## src/rtl/mem_arbiter.sv

```systemverilog
// mem_arbiter: two-port (fetch/data) arbiter in front of a single-port
// synchronous RAM. One RAM access in flight at a time; data has priority
// except that a waiting fetch is forced through after MAX_DATA_RUN data grants.
//
// state    | meaning
// IDLE     | sample requests, arbitrate, load RAM address/write data
// RD_ISSUE | RAM address presented with ram_we=0, RAM registers read data
// RD_RESP  | read data returned to the granted port with its ready pulse
// WR       | ram_we=1 for one cycle, d_ready pulse, RAM writes on exit edge
// ERR      | bad address, ready+err pulse to the granted port, no RAM access
module mem_arbiter #(
    parameter int AW_WORD      = 12,
    parameter int MAX_DATA_RUN = 3
) (
    input  logic               clk,
    input  logic               rst_n,
    input  logic               if_req,
    input  logic [31:0]        if_addr,
    output logic               if_ready,
    output logic [31:0]        if_rdata,
    output logic               if_err,
    input  logic               d_req,
    input  logic               d_we,
    input  logic [31:0]        d_addr,
    input  logic [31:0]        d_wdata,
    output logic               d_ready,
    output logic [31:0]        d_rdata,
    output logic               d_err,
    output logic [AW_WORD-1:0] ram_addr,
    output logic [31:0]        ram_wdata,
    output logic               ram_we,
    input  logic [31:0]        ram_rdata,
    output logic               busy
);

    localparam int RUN_W = $clog2(MAX_DATA_RUN + 1);
    localparam logic [RUN_W-1:0] RUN_MAX = RUN_W'(MAX_DATA_RUN);

    typedef enum logic [2:0] {
        IDLE,
        RD_ISSUE,
        RD_RESP,
        WR,
        ERR
    } state_t;

    state_t             state_q, state_d;
    logic               sel_data_q, sel_data_d;
    logic [RUN_W-1:0]   data_run_q, data_run_d;
    logic [AW_WORD-1:0] ram_addr_d;
    logic [31:0]        ram_wdata_d;
    logic               ram_we_d;

    logic               take_fetch;
    logic               any_grant;
    logic [31:0]        g_addr;
    logic               g_bad;
    logic               g_write;

    // Arbitration decision and address check for the request seen in IDLE.
    assign take_fetch = if_req && (!d_req || (data_run_q == RUN_MAX));
    assign any_grant  = if_req || d_req;
    assign g_addr     = take_fetch ? if_addr : d_addr;
    assign g_bad      = (g_addr[1:0] != 2'b00) || (g_addr[31:AW_WORD+2] != '0);
    assign g_write    = !take_fetch && d_we;

    // State, grant owner, starvation counter and registered RAM controls.
    always_ff @(posedge clk or negedge rst_n) begin
        if (!rst_n) begin
            state_q    <= IDLE;
            sel_data_q <= 1'b0;
            data_run_q <= '0;
            ram_addr   <= '0;
            ram_wdata  <= '0;
            ram_we     <= 1'b0;
        end else begin
            state_q    <= state_d;
            sel_data_q <= sel_data_d;
            data_run_q <= data_run_d;
            ram_addr   <= ram_addr_d;
            ram_wdata  <= ram_wdata_d;
            ram_we     <= ram_we_d;
        end
    end

    // Next-state logic: grant in IDLE, then walk the access sequence back to IDLE.
    always_comb begin
        state_d     = state_q;
        sel_data_d  = sel_data_q;
        data_run_d  = data_run_q;
        ram_addr_d  = ram_addr;
        ram_wdata_d = ram_wdata;
        ram_we_d    = 1'b0;
        case (state_q)
            IDLE: begin
                if (!if_req) begin
                    data_run_d = '0;
                end
                if (take_fetch) begin
                    sel_data_d = 1'b0;
                    data_run_d = '0;
                end else if (d_req) begin
                    sel_data_d = 1'b1;
                    if (if_req && (data_run_q != RUN_MAX)) begin
                        data_run_d = data_run_q + 1'b1;
                    end
                end
                if (any_grant) begin
                    if (g_bad) begin
                        state_d = ERR;
                    end else begin
                        ram_addr_d = g_addr[AW_WORD+1:2];
                        if (g_write) begin
                            state_d     = WR;
                            ram_we_d    = 1'b1;
                            ram_wdata_d = d_wdata;
                        end else begin
                            state_d = RD_ISSUE;
                        end
                    end
                end
            end
            RD_ISSUE: state_d = RD_RESP;
            RD_RESP:  state_d = IDLE;
            WR:       state_d = IDLE;
            ERR:      state_d = IDLE;
            default:  state_d = IDLE;
        endcase
    end

    // Port responses decoded from the state and the registered grant owner.
    always_comb begin
        logic done;
        logic resp;
        done     = (state_q == RD_RESP) || (state_q == WR) || (state_q == ERR);
        resp     = (state_q == RD_RESP);
        busy     = (state_q != IDLE);
        if_ready = done && !sel_data_q;
        d_ready  = done && sel_data_q;
        if_err   = (state_q == ERR) && !sel_data_q;
        d_err    = (state_q == ERR) && sel_data_q;
        if_rdata = (resp && !sel_data_q) ? ram_rdata : 32'h0;
        d_rdata  = (resp && sel_data_q) ? ram_rdata : 32'h0;
    end

endmodule

```

## config.mk

```make
export PLATFORM = sky130hd
export DESIGN_NAME = mem_arbiter
export DESIGN_NICKNAME = d
export VERILOG_FILES = /design/src/rtl/mem_arbiter.sv
export SDC_FILE = /design/constraint.sdc
export NUM_CORES = 1
export LEC_CHECK = 0
export BUFFER_PORTS_ARGS = -buffer_cell sky130_fd_sc_hd__buf_2
export CAP_MARGIN = 30
export CORE_MARGIN = 10
export CORE_UTILIZATION = 25
export CTS_BUF_LIST = sky130_fd_sc_hd__clkbuf_16
export DETAILED_ROUTE_END_ITERATION = 16
export HOLD_SLACK_MARGIN = 0.03
export PLACE_DENSITY_LB_ADDON = 0.15
export SLEW_MARGIN = 20
export SYNTH_ARGS = -nofsm -noshare
export SYNTH_HDL_FRONTEND = slang
export SYNTH_SLANG_ARGS = --single-unit
```

## constraint.sdc

```tcl
create_clock -name clk -period 3.31 [get_ports clk]
set_clock_uncertainty 0.2 [all_clocks]
set_input_delay 0.662 -clock clk [delete_from_list [all_inputs] [get_ports clk]]
set_output_delay 0.662 -clock clk [all_outputs]
set_load 0.02 [all_outputs]
```

==> results of run 1 <==
==> worst min-delay path by stage <==
stage	start	endpoint	slack, ps	depth (start not counted)
6_report	ram_addr[4]	ram_addr[4]	280	1
5_1_grt	ram_addr[3]	ram_addr[3]	310	1
4_1_cts	ram_addr[3]	ram_addr[3]	290	1
3_5_place_dp	ram_addr[3]	ram_addr[3]	280	1
3_3_place_gp	ram_addr[5]	ram_addr[5]	270	1
2_1_floorplan	rst_n	data_run_q[0]	170	0
==> area by class of cell <==
class	count	area (um2)	share of cell area [%]
clock buffers	5	125	2.81
well taps	140	175	3.93
repair buffers	252	1290	28.9
inverters	2	7.51	0.169
multi-input cells	169	1510	33.9
flip-flops and latches	51	1280	28.7
clock inverters	3	71.3	1.60
==> worst reg2reg max path, delay by kind of cell (launching register included) <==
family                 cells  cell delay (ps)
AND/OR/NAND/NOR            3              810
flip-flops                 1              450
buffers and inverters      2              420
multiplexers               1              390
AO/OA/AOI/OAI              1              180
==> stage by stage <==
stage | util [%] | cell area, um2 | power [uW] | worst slack (ps) | std cells
finish | 40.5 | 4450 | 1480 | 647 | 622
global route | 40.5 | 4450 | 1550 | 553 | 622
CTS | 40.5 | 4450 | 1510 | 649 | 622
detailed placement | 38.7 | 4260 | 815 | 335 | 614
global placement | 38.7 | 4260 | 812 | 349 | 614
floorplan | - | 2840 | 698 | 563 | 233
==> flip-flops by register name, indices dropped and copies added (netlist names) <==
name,count
ram_wdata,32
ram_addr,12
state_q,3
data_run_q,2
ram_we,1
sel_data_q,1
==> cell usage in the layout (no fill, tap or decap), types with 2 or more instances in the layout <==
cell type,n
dfrtp_1,51
mux2_4,30
inv_1,2
bufinv_16,2
mux2_2,20
and3_1,3
and2_1,64
nand2_1,5
clkbuf_16,5
buf_4,5
a211oi_1,2
mux2_1,6
buf_2,246
o21ai_0,3
nor2_1,9
or4_1,8
==> synth_stat cells <==
cell       number  area share (%)
nand4b_1        1            0.31
a211oi_1        2            0.53
nand3_2         1            0.35
mux2_2         20             7.9
and3_1          3            0.66
a21oi_2         1            0.31
nor4b_1         1            0.31
or4_1           8             2.1
o21ai_0         3            0.53
or4_4           1            0.40
clkbuf_1        7            0.92
buf_6           4             1.6
nand2b_1        1            0.22
inv_1           2            0.26
nand2_2         1            0.22
nor2_1          9             1.2
nand3_1         1            0.18
o21a_1          1            0.26
nor4_1          1            0.22
mux2_1          6             2.4
a21oi_4         1            0.57
nor4bb_1        1            0.35
ha_1            1            0.44
mux2_4         30              16
nor3_1          1            0.18
nor2b_1         1            0.22
nand4_1         1            0.22
a2111oi_4       1            0.97
o22a_1          1            0.31
nand2_1         5            0.66
and2_1         64              14
mux2i_1         1            0.35
dfrtp_1        51              45
==> power groups by stage <==
stage                     clock network [uW]  logic, uW  registers (uW)
after floorplan                            0       51.9             647
after global placement                     0        162             650
after detailed placement                   0        165             650
after CTS                                704        165             638
after global routing                     733        182             640
final                                    681        161             638
==> per-layer routing <==
| metal | vias up | wire length, um |
|---|---|---|
| met4 | 0 | 38 |
| met3 | 2 | 1470 |
| met2 | 157 | 5010 |
| li1 | 1297 | - |
| met1 | 1222 | 3850 |
| met5 | - | 0 |
==> cell families (layout without fill, tap and decap cells) <==
kind of cell	Yosys count	after routing	share of synthesized area [%]
and+or+nand+nor	101	101	21.9
adders and majority gates	1	1	0.440
AOI/OAI and AO/OA	10	10	3.48
DFF	51	51	44.9
muxes	57	57	26.5
buffers and inverters	13	262	2.77
==> flow_metrics.env, run 1 <==
export IMPL_tightest_slew_ps=658
export IMPL_fp_row_count=38
export IMPL_drt_iter0_drc=42
export IMPL_setup_viol=0
export IMPL_met3_usage_pct=7.46
export IMPL_dr_pass1_iters=4
export IMPL_tns_ps=0
export IMPL_die_area_mm2=0.0160
export IMPL_maxSlewViolCount=0
export IMPL_r2r_cells=7
export IMPL_worstSkewPairLatency_ps=280
export IMPL_die_h_um=127
export IMPL_cts_resized=0
export IMPL_switchingPower_uw=326
export IMPL_grt_busiest_layer="met2"
export IMPL_status="complete, no violations"
export IMPL_grt_max_degree=52
export IMPL_timing_final_crit_share_pct=80.5
export IMPL_grt_use_total_pct=12.2
export IMPL_core_mm2=0.0110
export IMPL_powerDensity_mw_per_mm2=332
export IMPL_cp_slowest_cell="or4_4"
export IMPL_whs_ps=284
export IMPL_overflow=0
export IMPL_crit_end="ram_wdata[30]"
export IMPL_worst_r2r_startpoint="state_q[0]"
export IMPL_die_w_um=127
export IMPL_yosys_warnings=0
export IMPL_r2r_setup_slack_ps=780
export IMPL_cp_max_fo=32
export IMPL_vias_per_cell=4.31
export IMPL_cts_root_buf="clkbuf_16"
export IMPL_slew_headroom_pct=56.1
export IMPL_internal_power_uw=1150
export IMPL_rsz0062_at_grt="false"
export IMPL_ctsHoldBuffers=0
export IMPL_diodes=0
export IMPL_synth_seq_cells=51
export IMPL_gp_congestion=0.766
export IMPL_path_depth=7
export IMPL_post_cts_buffers=0
export IMPL_grt_util_met1_pct=12.5
export IMPL_clk_pin_slew_ps=70
export IMPL_reg2reg_to="ram_wdata[30]"
export IMPL_crit_path_start="d_addr[28]"
export IMPL_areaGrowthSynthToFinish_pct=56.7
export IMPL_io_pins=247
export IMPL_critical_path_top_delay_family="simple AND/OR/NAND/NOR gates"
export IMPL_initial_core_util_pct=25.9
export IMPL_crit_buf_inv=2
export IMPL_cts_tree="built"
export IMPL_io_buffer_count=246
export IMPL_grt_antenna_before_repair=0
export IMPL_hpwl_um=8730
export IMPL_hold_viol_final=0
export IMPL_grt_pass1_vias=3012
export IMPL_power_frac_comb_pct=10.9
export IMPL_cts_buffers=5
export IMPL_nNetsFinal=615
export IMPL_syn_area_mm2=0.00284
export IMPL_synthesis_nets=367
export IMPL_fmax_mhz=375
export IMPL_drtAntennaViolNets=0
export IMPL_synth_cell_types=33
export IMPL_pwr_share_seq_pct=43.1
export IMPL_wirelength_um=10400
export IMPL_seq_area_frac_synth_pct=44.9
export IMPL_worstPathRequired_ps=3290
export IMPL_drc=0
export IMPL_p_leak_uw=0.00260
export IMPL_grtUsageMet2_pct=21.2
export IMPL_p_clk_share_pct=46.0
export IMPL_vias=2678
export IMPL_critical_path_arrival_ps=2640
export IMPL_cts_sink_count=51
export IMPL_grt_pass1_wl_um=16200
export IMPL_critPathCaptureType="flip-flop"
export IMPL_fillers=1071
export IMPL_synthCells=233
export IMPL_ir_drop_mv=0.220
export IMPL_min_period_ps=2660
export IMPL_cts_htree_levels=2
export IMPL_syn_avg_cell_area_um2=12.2
export IMPL_path_cells="buf_2, or4_4, a2111oi_4, nand3_2, a21oi_4, buf_12, mux2_2"
export IMPL_min_path_type="reg2reg"
export IMPL_routedWlPerCell_um=16.7
export IMPL_maxCapViolCount=0
export IMPL_swShare_pct=22.0
export IMPL_drive_gt1_share_pct=66.0
export IMPL_critPathMaxStageDelay_ps=540
export IMPL_cts_buffer_depth=2
export IMPL_critical_path_startpoint_type="primary input"
export IMPL_path_class="in2reg"
No activity file was read; power rests on OpenSTA's default activity.
==> inputs of run 2 (changes only) <==
==> constraint.sdc (replaced) <==
create_clock -name clk -period 2.8 [get_ports clk]
set_clock_uncertainty 0.2 [all_clocks]
set_input_delay 0.56 -clock clk [delete_from_list [all_inputs] [get_ports clk]]
set_output_delay 0.56 -clock clk [all_outputs]
set_load 0.02 [all_outputs]
==> flow_metrics.env, run 2 (same netlist as run 1, synthesis figures left out) <==
export IMPL_status="complete, no violations"
export IMPL_final_common_cell="buf_2"
export IMPL_r2r_cells=7
export IMPL_clk_pin_slew_ps=70
export IMPL_min_period_ps=2530
export IMPL_nNetsFinal=623
export IMPL_reg_top3="ram_wdata x32, ram_addr x12, state_q x3"
export IMPL_ctsHoldBuffers=0
export IMPL_crit_path_start="d_addr[28]"
export IMPL_critPathCaptureType="flip-flop"
export IMPL_drtAntennaViolNets=0
export IMPL_initial_core_util_pct=25.9
export IMPL_slew_headroom_pct=52.9
export IMPL_drt_iter0_drc=78
export IMPL_ir_drop_mv=0.198
export IMPL_cts_resized=0
export IMPL_cts_htree_levels=2
export IMPL_largest_register_ffs=32
export IMPL_vias=2718
export IMPL_critical_path_startpoint_type="primary input"
export IMPL_top_register="ram_wdata"
export IMPL_wirelength_um=10200
export IMPL_path_depth=7
export IMPL_worst_r2r_startpoint="data_run_q[0]"
export IMPL_fp_row_count=38
export IMPL_tightest_slew_ps=707
export IMPL_cts_buffers=5
export IMPL_p_leak_uw=0.00262
export IMPL_path_class="in2reg"
export IMPL_timing_final_crit_share_pct=90.5
export IMPL_maxSlewViolCount=0
export IMPL_critPathMaxStageDelay_ps=530
export IMPL_min_path_type="in2async"
export IMPL_grt_use_total_pct=12.0
export IMPL_worstSkewPairLatency_ps=280
export IMPL_fin_cells=629
export IMPL_grt_pass1_wl_um=16100
export IMPL_die_w_um=127
export IMPL_fillers=1102
export IMPL_setup_viol=0
export IMPL_drc=0
export IMPL_cp_slowest_cell="or4_4"
export IMPL_overflow=0
export IMPL_routedWlPerCell_um=16.2
export IMPL_postLayoutCoreUtil_pct=40.7
export IMPL_cts_buffer_depth=2
export IMPL_cts_root_buf="clkbuf_16"
export IMPL_critical_path_top_delay_family="simple AND/OR/NAND/NOR gates"
export IMPL_whs_ps=122
export IMPL_core_mm2=0.0110
export IMPL_die_area_mm2=0.0160
export IMPL_vias_per_cell=4.32
export IMPL_rsz0062_at_grt="false"
export IMPL_dr_pass1_iters=4
export IMPL_powerDensity_mw_per_mm2=343
export IMPL_cts_tree="built"
export IMPL_io_buffer_count=246
export IMPL_post_cts_buffers=0
export IMPL_grt_max_degree=34
export IMPL_maxCapViolCount=0
export IMPL_grt_pass1_vias=3073
export IMPL_r2r_setup_slack_ps=320
export IMPL_cts_sink_count=51
export IMPL_hpwl_um=8870
export IMPL_worstPathRequired_ps=2770
export IMPL_crit_buf_inv=2
export IMPL_critical_path_arrival_ps=2500
export IMPL_drive_gt1_share_pct=66.3
export IMPL_cp_max_fo=20
export IMPL_areaGrowthSynthToFinish_pct=57.2
export IMPL_path_cells="buf_2, or4_4, a2111oi_4, nand3_2, a21oi_4, buf_12, mux2_4"
export IMPL_dp_cells=622
export IMPL_io_pins=247
export IMPL_diodes=0
export IMPL_hold_viol_final=0
export IMPL_grt_antenna_before_repair=0
export IMPL_die_h_um=127
export IMPL_reg2reg_to="ram_wdata[1]"
export IMPL_crit_end="ram_wdata[1]"
export IMPL_fmax_mhz=395
export IMPL_mostFrequentLayoutCells="buf_2, and2_1, dfrtp_1, mux2_4, mux2_2"
export IMPL_gp_congestion=0.746
## run 2: through the flow
step	area, um2	power (uW)	setup TNS (ps)	worst slack (ps)
2_1_floorplan	2840	826	0	155
3_5_place_dp	4330	967	-1050	-53.2
6_report	4470	1530	0	267
4_1_cts	4470	1560	0	251
3_3_place_gp	4330	964	-392	-19.6
5_1_grt	4470	1610	0	89.0
## run 2: where the power goes
part	internal [uW]	total, uW	switching (uW)
Combinational	105	197	91.5
Sequential	743	751	7.64
Clock	327	585	258
Total	1180	1530	358
## run 2: final cells by class
cell class              count  area, um2  share of cell area [%]
multi-input cells         169       1510                    33.8
well taps                 140        175                    3.92
clock inverters             2       12.5                   0.280
clock buffers               5        125                    2.80
repair buffers            260       1360                    30.5
flip-flops and latches     51       1280                    28.6
inverters                   2       7.51                   0.168
## run 2: how the worst min path moves through the flow
| stage | start | end | cells after the start |
|---|---|---|---|
| 2_1_floorplan | rst_n | data_run_q[0] | 0 |
| 3_5_place_dp | ram_addr[5] | ram_addr[5] | 1 |
| 6_report | rst_n | ram_wdata[17] | 1 |
| 4_1_cts | rst_n | ram_wdata[17] | 1 |
| 5_1_grt | rst_n | ram_wdata[13] | 1 |
| 3_3_place_gp | ram_addr[6] | ram_addr[6] | 1 |
## run 2: per-layer routing
layer	routed length, um	up-vias	global-route usage, %
met3	1360	8	6.41
met5	0	-	0
li1	-	1308	-
met4	96	0	2.68
met2	4860	162	20.6
met1	3890	1240	12.8
## run 2: worst register-to-register path, cell delays in order (launching register included)
cell       delay [ps]
dfrtp_1           390
ha_1              210
nand2b_1          210
a2111oi_4         400
nand3_2           140
a21oi_4           250
buf_12            230
mux2_4            330
==> inputs of run 3 (changes only) <==
--- a/config.mk
+++ b/config.mk
@@ -5,6 +5,7 @@
 export SDC_FILE = /design/constraint.sdc
 export NUM_CORES = 1
 export LEC_CHECK = 0
+export ABC_AREA = 1
 export BUFFER_PORTS_ARGS = -buffer_cell sky130_fd_sc_hd__buf_2
 export CAP_MARGIN = 30
 export CORE_MARGIN = 10
==> flow_metrics.env, run 3 <==
export IMPL_ir_drop_mv=0.242
export IMPL_synthTopCellsByCount="nor2_1, nand2_1, dfrtp_1"
export IMPL_drc=0
export IMPL_grt_busiest_layer="met2"
export IMPL_r2r_setup_slack_ps=540
export IMPL_crit_path_start="data_run_q[0]"
export IMPL_die_area_mm2=0.0159
export IMPL_grt_antenna_before_repair=0
export IMPL_regArea_mm2=0.00128
export IMPL_critical_path_arrival_ps=2230
export IMPL_grt_max_degree=52
export IMPL_cts_resized=0
export IMPL_core_mm2=0.0109
export IMPL_yosysTopAreaCell="dfrtp_1"
export IMPL_fmax_mhz=443
export IMPL_drtAntennaViolNets=0
export IMPL_worst_r2r_startpoint="data_run_q[0]"
export IMPL_dr_pass1_iters=4
export IMPL_cp_common_cell="nand2_1"
export IMPL_critical_path_top_delay_family="simple AND/OR/NAND/NOR gates"
export IMPL_post_cts_buffers=0
export IMPL_die_h_um=126
export IMPL_cts_buffers=5
export IMPL_cp_max_fo=33
export IMPL_powerDensity_mw_per_mm2=385
export IMPL_final_common_cell="buf_2"
export IMPL_crit_end="ram_wdata[19]"
export IMPL_io_pins=247
export IMPL_synth_seq_cells=51
export IMPL_min_period_ps=2260
export IMPL_maxCapViolCount=0
export IMPL_synthesis_nets=510
export IMPL_synthTopCellsByArea="dfrtp_1, nor2_1, nand2_1"
export IMPL_slew_headroom_pct=56.7
export IMPL_vias=3264
export IMPL_path_depth=9
export IMPL_grt_pass1_vias=3361
export IMPL_synth_edf_count=0
export IMPL_fp_row_count=38
export IMPL_gp_congestion=0.803
export IMPL_crit_buf_inv=2
export IMPL_postLayoutCoreUtil_pct=39.4
export IMPL_syn_avg_cell_area_um2=7.51
export IMPL_wirelength_um=11400
export IMPL_tns_ps=0
export IMPL_grt_use_total_pct=13.7
export IMPL_largest_register_ffs=32
export IMPL_reg_top3="ram_wdata x32, ram_addr x12, state_q x3"
export IMPL_io_buffer_count=246
export IMPL_grtUsageMet2_pct=24.4
export IMPL_grt_util_met1_pct=14.7
export IMPL_mostFrequentLayoutCells="buf_2, nor2_1, nand2_1, dfrtp_1, inv_1"
export IMPL_hpwl_um=9520
export IMPL_syn_area_mm2=0.00282
export IMPL_cts_htree_levels=2
export IMPL_critPathMaxStageDelay_ps=390
export IMPL_nNetsFinal=748
export IMPL_areaGrowthSynthToFinish_pct=52.5
export IMPL_critical_path_startpoint_type="flip-flop"
export IMPL_synthCells=376
export IMPL_ctsHoldBuffers=0
export IMPL_p_leak_uw=0.00286
export IMPL_initial_core_util_pct=25.8
export IMPL_multiInputGateArea_mm2=0.00126
export IMPL_vias_per_cell=4.33
export IMPL_cts_root_buf="clkbuf_16"
export IMPL_grt_pass1_wl_um=18200
export IMPL_path_class="reg2reg"
export IMPL_cts_buffer_depth=2
export IMPL_seq_area_frac_synth_pct=45.2
export IMPL_yosys_warnings=0
export IMPL_yosysMostFrequentCell="nor2_1"
export IMPL_critPathCaptureType="flip-flop"
export IMPL_synth_top_area_share_pct=45.2
export IMPL_r2r_cells=9
export IMPL_status="complete, no violations"
export IMPL_synth_cell_types=24
export IMPL_maxSlewViolCount=0
export IMPL_drive_gt1_share_pct=44.0
export IMPL_cp_slowest_cell="dfrtp_1"
export IMPL_rsz0062_at_grt="false"
export IMPL_routedWlPerCell_um=15.1
export IMPL_ys_flop_type="dfrtp_1"
export IMPL_met3_usage_pct=5.83
export IMPL_reg2reg_to="ram_wdata[19]"
export IMPL_async_flop_share_pct=100
export IMPL_cts_sink_count=51
export IMPL_top_register="ram_wdata"
export IMPL_die_w_um=126
export IMPL_path_cells="ha_1, inv_1, nand2_2, nand2_4, nand2_1, inv_2, nand3_4, nand2_1, nand2_1"
export IMPL_fillers=1201
export IMPL_worstSkewPairLatency_ps=280
export IMPL_hold_viol_final=0
export IMPL_clk_pin_slew_ps=70
export IMPL_setup_viol=0
export IMPL_p_total_uw=1660
export IMPL_worstPathRequired_ps=2770
export IMPL_diodes=0
export IMPL_drt_iter0_drc=196
export IMPL_min_path_type="in2async"
export IMPL_timing_final_crit_share_pct=80.7
export IMPL_cts_tree="built"
export IMPL_tightest_slew_ps=649
export IMPL_overflow=0
[run 3: changes by cell type after synthesis, moves of 6 or more]
cell,before,now
nand2_1,5,91
buf_2,0,10
and2_1,64,0
mux2_4,30,0
or4_1,8,0
inv_1,2,39
nand4_1,1,34
mux2i_1,1,12
nor2_1,9,93
o21ai_1,0,12
mux2_1,6,0
mux2_2,20,1
[run 3: worst min-delay path by stage]
stage | to | slack, ps | depth (start not counted)
after floorplan | data_run_q[0] | 60 | 0
final | ram_wdata[18] | 180 | 2
after CTS | ram_wdata[18] | 210 | 2
after global placement | ram_wdata[5] | 250 | 2
after detailed placement | ram_wdata[9] | 250 | 2
after global routing | ram_wdata[18] | 240 | 2
[run 3: cell type report]
| class | instances | area share [%] |
|---|---|---|
| clock buffers | 5 | 2.91 |
| clock inverters | 2 | 0.785 |
| inverters | 41 | 3.58 |
| well taps | 140 | 4.07 |
| multi-input cells | 263 | 29.4 |
| flip-flops and latches | 51 | 29.7 |
| repair buffers | 252 | 29.7 |
[run 3: stage by stage]
stage          std cells  area [um2]  setup WS, ps  hold WS (ps)
2_1_floorplan        376        2820           864          64.4
3_3_place_gp         747        4150           495           251
3_5_place_dp         747        4150           453           255
4_1_cts              754        4300           508           215
5_1_grt              754        4300           287           236
6_report             754        4300           541           175
[run 3: cells by family after synthesis]
family,synth area share [%]
multiplexers,4.65
buffers and inverters,10.0
flip-flops,45.2
AO/OA/AOI/OAI,3.32
adder cells (fa/ha/maj),0.443
AND/OR/NAND/NOR,36.3
[run 3: worst register-to-register path, cell delays in order (launching register included)]
cell and delay (ps):
dfrtp_1 390, ha_1 190, inv_1 80, nand2_2 70, nand2_4 210, nand2_1 120, inv_2 280, nand3_4 360
nand2_1 170, nand2_1 70
[run 3: power breakdown]
group	internal (uW)	switching (uW)
clock network	414	254
registers	744	5.31
logic	106	136
[run 3: routing by layer]
metal,wire length [um],share of wire (%)
met3,1110,9.7
met2,5910,52
met5,0,0
met4,51,0.45
met1,4280,38
